==> src/rtl/ps2_host_tx.sv <==
// ps2_host_tx: host-to-device PS/2 command transmitter driving open-drain OEs.
// Optional PS2_TX_RETRY_EN: one automatic retry after a NACK or timeout.
module ps2_host_tx #(
  parameter int unsigned INHIBIT_CYCLES = 12000,
  parameter int unsigned REQ_CYCLES     = 16,
  parameter int unsigned TIMEOUT_CYCLES = 2000000
) (
  input  logic       clk,
  input  logic       rst,
  input  logic       tx_valid,
  input  logic [7:0] tx_data,
  output logic       tx_ready,
  output logic       busy,
  output logic       done,
  output logic       err,
  output logic [1:0] err_code,
  input  logic       ps2_clk_in,
  input  logic       ps2_data_in,
  output logic       ps2_clk_oe,
  output logic       ps2_data_oe
);

  typedef enum logic [2:0] {
    S_IDLE,
    S_INHIBIT,
    S_REQ,
    S_SEND,
    S_ACK,
    S_WAIT
  } state_t;

  localparam logic [31:0] INH_LAST = 32'(INHIBIT_CYCLES - 1);
  localparam logic [31:0] REQ_LAST = 32'(REQ_CYCLES - 1);
  localparam logic [31:0] TMO_LAST = 32'(TIMEOUT_CYCLES - 1);

  localparam logic [1:0] CODE_TMO  = 2'b01;
  localparam logic [1:0] CODE_NACK = 2'b10;

  state_t      state;
  state_t      state_n;
  logic [31:0] cnt;
  logic [3:0]  edge_cnt;
  logic [9:0]  frame;

  logic clk_s1;
  logic clk_s2;
  logic clk_prev;
  logic data_s1;
  logic data_s2;

  logic       fall;
  logic       tmo;
  logic       accept;
  logic       fail;
  logic [1:0] fail_code;
  logic       fin;
  logic       retry_ok;
  logic       cnt_clr;

  logic       clk_oe_d;
  logic       data_oe_d;
  logic       done_d;
  logic       err_d;
  logic       busy_d;
  logic       ready_d;
  logic [1:0] err_code_d;

  assign fall   = clk_prev & ~clk_s2;
  assign tmo    = (cnt == TMO_LAST);
  assign accept = tx_valid & tx_ready;

`ifdef PS2_TX_RETRY_EN
  logic retried;

  assign retry_ok = ~retried;

  always_ff @(posedge clk) begin
    if (rst) begin
      retried <= 1'b0;
    end else if (accept) begin
      retried <= 1'b0;
    end else if (fail) begin
      retried <= 1'b1;
    end
  end
`else
  assign retry_ok = 1'b0;
`endif

  // Idle bus is high, so sync chains reset high to avoid a phantom edge.
  always_ff @(posedge clk) begin
    if (rst) begin
      clk_s1   <= 1'b1;
      clk_s2   <= 1'b1;
      clk_prev <= 1'b1;
      data_s1  <= 1'b1;
      data_s2  <= 1'b1;
    end else begin
      clk_s1   <= ps2_clk_in;
      clk_s2   <= clk_s1;
      clk_prev <= clk_s2;
      data_s1  <= ps2_data_in;
      data_s2  <= data_s1;
    end
  end

  always_ff @(posedge clk) begin
    if (rst) begin
      state <= S_IDLE;
    end else begin
      state <= state_n;
    end
  end

  always_comb begin
    state_n   = state;
    fail      = 1'b0;
    fail_code = 2'b00;
    fin       = 1'b0;
    unique case (state)
      S_IDLE: begin
        if (accept) begin
          state_n = S_INHIBIT;
        end
      end
      S_INHIBIT: begin
        if (cnt == INH_LAST) begin
          state_n = S_REQ;
        end
      end
      S_REQ: begin
        if (cnt == REQ_LAST) begin
          state_n = S_SEND;
        end
      end
      S_SEND: begin
        if (tmo) begin
          fail      = 1'b1;
          fail_code = CODE_TMO;
        end else if (fall && edge_cnt == 4'd9) begin
          state_n = S_ACK;
        end
      end
      S_ACK: begin
        if (tmo) begin
          fail      = 1'b1;
          fail_code = CODE_TMO;
        end else if (fall) begin
          if (data_s2) begin
            fail      = 1'b1;
            fail_code = CODE_NACK;
          end else begin
            state_n = S_WAIT;
          end
        end
      end
      S_WAIT: begin
        if (clk_s2 && data_s2) begin
          state_n = S_IDLE;
          fin     = 1'b1;
        end
      end
      default: state_n = S_IDLE;
    endcase
    if (fail) begin
      state_n = retry_ok ? S_INHIBIT : S_IDLE;
    end
  end

  always_comb begin
    clk_oe_d   = 1'b0;
    data_oe_d  = 1'b0;
    busy_d     = (state_n != S_IDLE);
    ready_d    = (state_n == S_IDLE);
    done_d     = fin;
    err_d      = fail & ~retry_ok;
    err_code_d = err_d ? fail_code : err_code;
    unique case (state_n)
      S_INHIBIT: begin
        clk_oe_d = 1'b1;
      end
      S_REQ: begin
        clk_oe_d  = 1'b1;
        data_oe_d = 1'b1;
      end
      S_SEND: begin
        if (state == S_REQ) begin
          data_oe_d = 1'b1;
        end else if (fall) begin
          data_oe_d = ~frame[edge_cnt];
        end else begin
          data_oe_d = ps2_data_oe;
        end
      end
      default: begin
        clk_oe_d  = 1'b0;
        data_oe_d = 1'b0;
      end
    endcase
  end

  // Timeout spans SEND and ACK, so that one transition keeps counting.
  assign cnt_clr = (state == S_IDLE) ||
                   ((state_n != state) &&
                    !(state == S_SEND && state_n == S_ACK));

  always_ff @(posedge clk) begin
    if (rst) begin
      cnt         <= '0;
      edge_cnt    <= '0;
      frame       <= '0;
      ps2_clk_oe  <= 1'b0;
      ps2_data_oe <= 1'b0;
      busy        <= 1'b0;
      tx_ready    <= 1'b0;
      done        <= 1'b0;
      err         <= 1'b0;
      err_code    <= 2'b00;
    end else begin
      cnt         <= cnt_clr ? '0 : cnt + 32'd1;
      ps2_clk_oe  <= clk_oe_d;
      ps2_data_oe <= data_oe_d;
      busy        <= busy_d;
      tx_ready    <= ready_d;
      done        <= done_d;
      err         <= err_d;
      err_code    <= err_code_d;
      if (accept) begin
        frame <= {1'b1, ~^tx_data, tx_data};
      end
      if (state_n == S_INHIBIT) begin
        edge_cnt <= '0;
      end else if (state == S_SEND && fall) begin
        edge_cnt <= edge_cnt + 4'd1;
      end
    end
  end

endmodule

==> config.mk <==
export PLATFORM = sky130hd
export DESIGN_NAME = ps2_host_tx
export DESIGN_NICKNAME = d
export VERILOG_FILES = /design/src/rtl/ps2_host_tx.sv
export SDC_FILE = /design/constraint.sdc
export NUM_CORES = 1
export LEC_CHECK = 0
export ABC_AREA = 1
export CAP_MARGIN = 30
export CORE_ASPECT_RATIO = 1.1
export CORE_MARGIN = 2
export CORE_UTILIZATION = 45
export DETAILED_ROUTE_END_ITERATION = 8
export GPL_ROUTABILITY_DRIVEN = 1
export PLACE_DENSITY_LB_ADDON = 0.2
export SETUP_SLACK_MARGIN = 0.15
export SLEW_MARGIN = 10
export SYNTH_ARGS = -nofsm -noshare
export SYNTH_HDL_FRONTEND = slang
export SYNTH_SLANG_ARGS = --single-unit
==> constraint.sdc <==
create_clock -name clk -period 2.6 [get_ports clk]
set_input_delay 0.52 -clock clk [delete_from_list [all_inputs] [get_ports clk]]
set_output_delay 0.52 -clock clk [all_outputs]
set_load 0.02 [all_outputs]
==> results of run 1 <==
critical path, cell delays in order, from the launching register on:
cell and delay, ns:
dfxtp_2 0.36, ha_2 0.21, nand2_1 0.07, nor2_2 0.11, nand3_1 0.09, nor2_2 0.16
nand2_2 0.13, a21oi_2 0.15, nand3_2 0.15, nand2_4 0.13, nand2_2 0.04, nand2_1 0.06
nand2_1 0.06, nand2_2 0.10, nand2_8 0.11, clkbuf_16 0.20, nor2_4 0.06
per-layer routing:
metal	global-route usage (%)	wire [um]	vias up
met3	4.863	220	22
met1	21.37	3174	1311
met5	0	0	-
met2	31.35	3835	48
met4	7.692	208	0
li1	-	-	1522
per-stage QoR:
step           hold WS (ns)  std cells  setup slack (ns)  power, mW  util [%]
2_1_floorplan        0.3895        470            0.5491      1.121         -
3_5_place_dp         0.3963        596            0.1783      1.175     51.47
3_3_place_gp         0.3941        596            0.2033      1.172     51.47
4_1_cts              0.4158        612            0.1550      1.926     53.70
6_report             0.4130        617            0.3408      1.921     54.78
5_1_grt              0.4255        617            0.1453      2.003     54.78
cells in the mapped netlist:
cell / instances / area, um2
o21ai_0: 16 / 80.08
nand2_4: 2 / 22.52
buf_2: 1 / 5.000
nor2_2: 5 / 31.28
nand3_2: 4 / 40.04
nor2_4: 32 / 360.4
clkbuf_1: 5 / 18.77
a31oi_1: 1 / 6.260
a21oi_1: 12 / 60.06
nand3_1: 20 / 100.1
xor2_1: 24 / 210.2
o31ai_1: 2 / 15.01
nand2_1: 79 / 296.5
or2_2: 6 / 37.54
a21oi_2: 1 / 8.760
ha_1: 3 / 37.54
nand4_1: 9 / 56.30
inv_1: 74 / 277.8
nor2_1: 67 / 251.5
dfxtp_1: 62 / 1241
o221ai_1: 2 / 17.52
nor3_1: 8 / 40.04
nand2_2: 9 / 56.30
buf_12: 3 / 60.06
inv_2: 2 / 7.510
nand3b_1: 1 / 7.510
xnor2_1: 11 / 96.34
nor4_1: 4 / 25.02
nand4_2: 1 / 12.51
nor3_2: 4 / 40.04
cell type report:
cell class | instances | area share, %
sequential | 62 | 30.18
timing repair buffer | 35 | 8.723
clock inverter | 4 | 0.5471
inverter | 76 | 6.930
multi-input combinational | 323 | 46.90
tap | 105 | 3.191
clock buffer | 12 | 3.526
registers in the layout, indices dropped and copies added (netlist names):
name         flops
clk_prev         1
data_s2          1
clk_s1           1
busy             1
err              1
data_s1          1
ps2_data_oe      1
clk_s2           1
ps2_clk_oe       1
done             1
frame           10
edge_cnt         4
state            3
tx_ready         1
err_code         2
cnt             32
worst min path at each step:
stage	slack, ns	start	to	cells after the start
2_1_floorplan	0.39	clk_s1	clk_s2	1
3_3_place_gp	0.39	clk_s1	clk_s2	1
3_5_place_dp	0.40	clk_s1	clk_s2	1
4_1_cts	0.42	clk_s1	clk_s2	1
5_1_grt	0.43	clk_s1	clk_s2	1
6_report	0.41	clk_s1	clk_s2	1
power groups by stage:
stage	clock, mW	combinational [mW]	sequential, mW
after CTS	0.771	0.171	0.983
after floorplan	0	0.113	1.01
after detailed placement	0	0.170	1.00
after global placement	0	0.168	1.00
after global routing	0.817	0.201	0.986
final	0.756	0.182	0.983
cell families (layout without fill, tap and decap cells):
group / after synthesis / after routing / synth area share [%]
buffers and inverters: 85 / 127 / 10.49
adder cells (fa/ha/maj): 3 / 3 / 1.067
XOR/XNOR: 35 / 35 / 8.709
flip-flops: 62 / 62 / 35.26
AND/OR/NAND/NOR: 251 / 251 / 39.14
AO/OA/AOI/OAI: 34 / 34 / 5.333
what timing repair did:
item	CTS	global route
gates resized for setup	0	7
endpoints found under the setup margin	0	32
setup buffers	0	4
endpoints found under the hold margin	0	0
==> impl_metrics.json, run 1 <==
{
  "p_seq_share_pct": 51.2,
  "cts_buffers": 9,
  "setup_tns_ns": 0,
  "gp_congestion": 0.8697,
  "drive_above_1_share_pct": 19.53,
  "drv_slew": 0,
  "ys_ff_latch": 62,
  "fillers": 735,
  "die_area_um2": 8545,
  "worstRegToRegCells": 16,
  "avgSynthCellArea_um2": 7.489,
  "path_class": "flop to flop",
  "nets": 523,
  "critPathLaunch": "cnt[0]",
  "switching_share_pct": 26.06,
  "io_buffers": 20,
  "multiInputGateArea_um2": 1931,
  "reg2reg_to": "cnt[30]",
  "fmax_mhz": 442.6,
  "drtIter0Drc": 116,
  "p_sw_mw": 0.5006,
  "antennaDiodeCount": 0,
  "vias": 2903,
  "cts_root_buf": "clkbuf_8",
  "pwr-share-clk_pct": 39.3,
  "start_kind": "flop",
  "clockBufferDepth": 2,
  "intPower_mw": 1.421,
  "status": "completed",
  "core_um2": 7515,
  "overflow": 0,
  "pin_count": 21,
  "timing.rr.start": "cnt[0]",
  "hold_viol_final": 0,
  "yosysSeqAreaShare_pct": 35.26,
  "worst-slew-pin-transition_ns": 0.3903,
  "final_cell_area_um2": 4116,
  "final_cell_mix": "79 x nand2_1, 74 x inv_1, 65 x nor2_1, 61 x dfxtp_1, 32 x nor2_4",
  "cts.sinks": 62,
  "grt_pass1_wl_um": 12580,
  "syn_to_final_growth_pct": 16.96,
  "relSlewSlack_pct": 73.88,
  "cp.arrival_ns": 2.55,
  "worstSetupEndpoint": "cnt[30]",
  "cts_tree": "done",
  "p_comb_share_pct": 9.5,
  "die_y_um": 96.76,
  "clk_latency_ns": 0.34,
  "min_path_type": "flop to flop",
  "crit_required_ns": 2.89,
  "grt_start_max_net_pins": 16,
  "start_util_pct": 46.84,
  "drc": 0,
  "dp_hpwl_um": 5536,
  "power_density_nw_per_um2": 466.7,
  "placed_area_um2": 3867,
  "cp_max_fo": 9,
  "antenna_found_initial": 0,
  "peakVddDrop_mv": 0.2938,
  "netlist_instances": 470,
  "fin_crit_sh_pct": 86.89,
  "cap_violations": 0,
  "yosys_warnings": 0,
  "via_per_inst": 4.705,
  "grt_pass1_vias": 2850,
  "drt-wirelength-per-cell_um": 12.06,
  "routed_wl_um": 7438,
  "path_clk_slew_ns": 0.07,
  "syn-cell-area_um2": 3520,
  "die_x_um": 88.32,
  "syn-num-nets": 486,
  "seqCellArea_um2": 1242,
  "yosysUniqueCellTypes": 30,
  "rsz0062_at_grt": "no",
  "rows": 33,
  "track_usage_pct": 18.42,
  "layout_min_cycle_time_ns": 2.259,
  "drtAntennaViolNets": 0,
  "dr.pass1.iters": 4,
  "ctsHoldBuffers": 0,
  "end_kind": "flop",
  "r2r_slack_ns": 0.34,
  "htreeDepth": 3,
  "setup_viol": 0,
  "final_common_cell": "nand2_1",
  "fin_skew_ns": 0.006897,
  "leakage_nw": 1.534
}
(Power assumes the default switching activity.)
==> run 2, diff against run 1 <==
--- a/config.mk
+++ b/config.mk
@@ -11,6 +11,7 @@
 export CORE_MARGIN = 2
 export CORE_UTILIZATION = 45
 export DETAILED_ROUTE_END_ITERATION = 8
+export DONT_BUFFER_PORTS = 1
 export GPL_ROUTABILITY_DRIVEN = 1
 export PLACE_DENSITY_LB_ADDON = 0.2
 export SETUP_SLACK_MARGIN = 0.15
==> run 2 against run 1 <==
Net effect:
- core utilization fell by 2.2 points
- fmax rose by 1.4%
- sequential power rose by 0.6%
- non-clock buffer count fell by 27
- combinational power fell by 26%
- design area fell by 4.1%
- sequential cell count did not move
- die area did not move
- first-iteration DRC count fell by 15%
- register-to-register slack improved by 0.03 ns
- critical endpoint is now cnt[13]
- hold slack got worse by 0.18 ns
- sequential share of layout area rose by 1.4 points
==> impl_metrics.json, run 2 (same netlist as run 1, synthesis figures left out) <==
{
  "status": "completed",
  "pin_count": 21,
  "fin_skew_ns": 0.009444,
  "overflow": 0,
  "fmax_mhz": 448.9,
  "clockBufferDepth": 2,
  "drtAntennaViolNets": 0,
  "routed_wl_um": 7140,
  "grt_pass1_wl_um": 12430,
  "path_class": "flop to flop",
  "cts_root_buf": "clkbuf_8",
  "fin_crit_sh_pct": 85.68,
  "leakage_nw": 1.463,
  "reg.largest.list": "cnt x32, frame x10, edge_cnt x4",
  "final_cell_area_um2": 3949,
  "start_util_pct": 46.84,
  "switching_share_pct": 22.86,
  "placed_area_um2": 3645,
  "gp_congestion": 0.8450,
  "track_usage_pct": 18.23,
  "die_area_um2": 8545,
  "p_comb_share_pct": 6.5,
  "power_density_nw_per_um2": 527.9,
  "end_kind": "flop",
  "layout_min_cycle_time_ns": 2.228,
  "syn_to_final_growth_pct": 12.19,
  "start_kind": "flop",
  "worst-slew-pin-transition_ns": 0.3838,
  "final_common_cell": "nand2_1",
  "clk_latency_ns": 0.34,
  "hold_viol_final": 0,
  "die_x_um": 88.32,
  "antenna_found_initial": 0,
  "seqCellArea_um2": 1247,
  "place_inst": 573,
  "core_um2": 7515,
  "drive_above_1_share_pct": 20.45,
  "utilization_pct": 52.55,
  "rows": 33,
  "die_y_um": 96.76,
  "drtIter0Drc": 99,
  "path_clk_slew_ns": 0.07,
  "cts.sinks": 62,
  "cts_buffers": 9,
  "cp_max_fo": 12,
  "p_sw_mw": 0.4765,
  "relSlewSlack_pct": 74.32,
  "finalPower_mw": 2.084,
  "ctsHoldBuffers": 0,
  "via_per_inst": 4.759,
  "cp.arrival_ns": 2.50,
  "final_cell_mix": "77 x nand2_1, 74 x inv_1, 64 x nor2_1, 59 x dfxtp_1, 34 x nor2_4",
  "cts_tree": "done",
  "peakVddDrop_mv": 0.3258,
  "pwr-share-clk_pct": 46.0,
  "setup_viol": 0,
  "nets": 496,
  "crit_required_ns": 2.88,
  "intPower_mw": 1.608,
  "p_seq_share_pct": 47.5,
  "grt_pass1_vias": 2829,
  "min_path_type": "input port to flop",
  "io_buffers": 0,
  "stdcell_count": 589,
  "cts_setup_buffers": 0,
  "antennaDiodeCount": 0,
  "dp_hpwl_um": 5321,
  "htreeDepth": 3,
  "dr.pass1.iters": 5,
  "multiInputGateArea_um2": 1958,
  "rsz0062_at_grt": "no",
  "fillers": 772,
  "grt_start_max_net_pins": 17,
  "vias": 2803,
  "largest_reg_flops": 32,
  "setup_tns_ns": 0,
  "top_register": "cnt",
  "cap_violations": 0,
  "drc": 0,
  "drv_slew": 0,
  "drt-wirelength-per-cell_um": 12.12
}
## run 2: what timing repair did
item                                   4_1_cts  5_1_grt
setup endpoints to repair                   13       29
gates resized for setup                      3       13
gates cloned                                 1        0
endpoints found under the hold margin        0        0
pin swaps                                    0        2
## run 2: area by class of cell
cell class                      instances  share of cell area, %
Timing Repair Buffer                    8                  2.662
Clock inverter                          4                  1.774
Inverter                               76                  7.224
Multi-Input combinational cell        323                  49.59
Tap cell                              105                  3.327
Sequential cell                        62                  31.59
Clock buffer                           11                  3.834
## run 2: through the flow
step | setup slack (ns) | hold WS, ns
4_1_cts | 0.1856 | 0.2174
2_1_floorplan | 0.5491 | 0.3895
3_3_place_gp | 0.2367 | 0.3948
5_1_grt | 0.1656 | 0.2224
6_report | 0.3722 | 0.2358
3_5_place_dp | 0.1741 | 0.3981
## run 2: final timing paths
kind,from,to,slack (ns),cells after the start
setup reg to reg,cnt[0],cnt[13],0.37,16
hold / removal,rst,frame[9],0.24,1
hold reg to reg,clk_s1,clk_s2,0.42,1
setup / recovery,cnt[0],cnt[13],0.37,16
## run 2: layer usage
layer	share of wire [%]	up-vias	global-route usage [%]
met5	0	-	0
met4	1.6	0	5.594
met3	3.7	12	4.522
met2	52	56	32.33
met1	43	1274	21.06
li1	-	1461	-
## run 2: worst max-delay path, stage by stage (launching register included)
cell and delay, ns:
dfxtp_4 0.38, ha_4 0.16, nand2_1 0.06, nor2_2 0.10, nand3_1 0.08, nor2_2 0.16
nand2_2 0.12, a21oi_2 0.15, nand3_2 0.15, nand2_4 0.12, nand2_2 0.04, nand2_1 0.05
nand2_1 0.06, nand2_2 0.11, nand2_8 0.11, buf_12 0.20, nor2_1 0.10
## run 2: power by group through the flow
stage | combinational, mW | sequential, mW | clock (mW)
2_1_floorplan | 0.113 | 1.01 | 0
3_3_place_gp | 0.128 | 1.01 | 0
3_5_place_dp | 0.128 | 1.01 | 0
4_1_cts | 0.134 | 0.989 | 0.994
5_1_grt | 0.153 | 0.991 | 1.03
6_report | 0.135 | 0.989 | 0.960
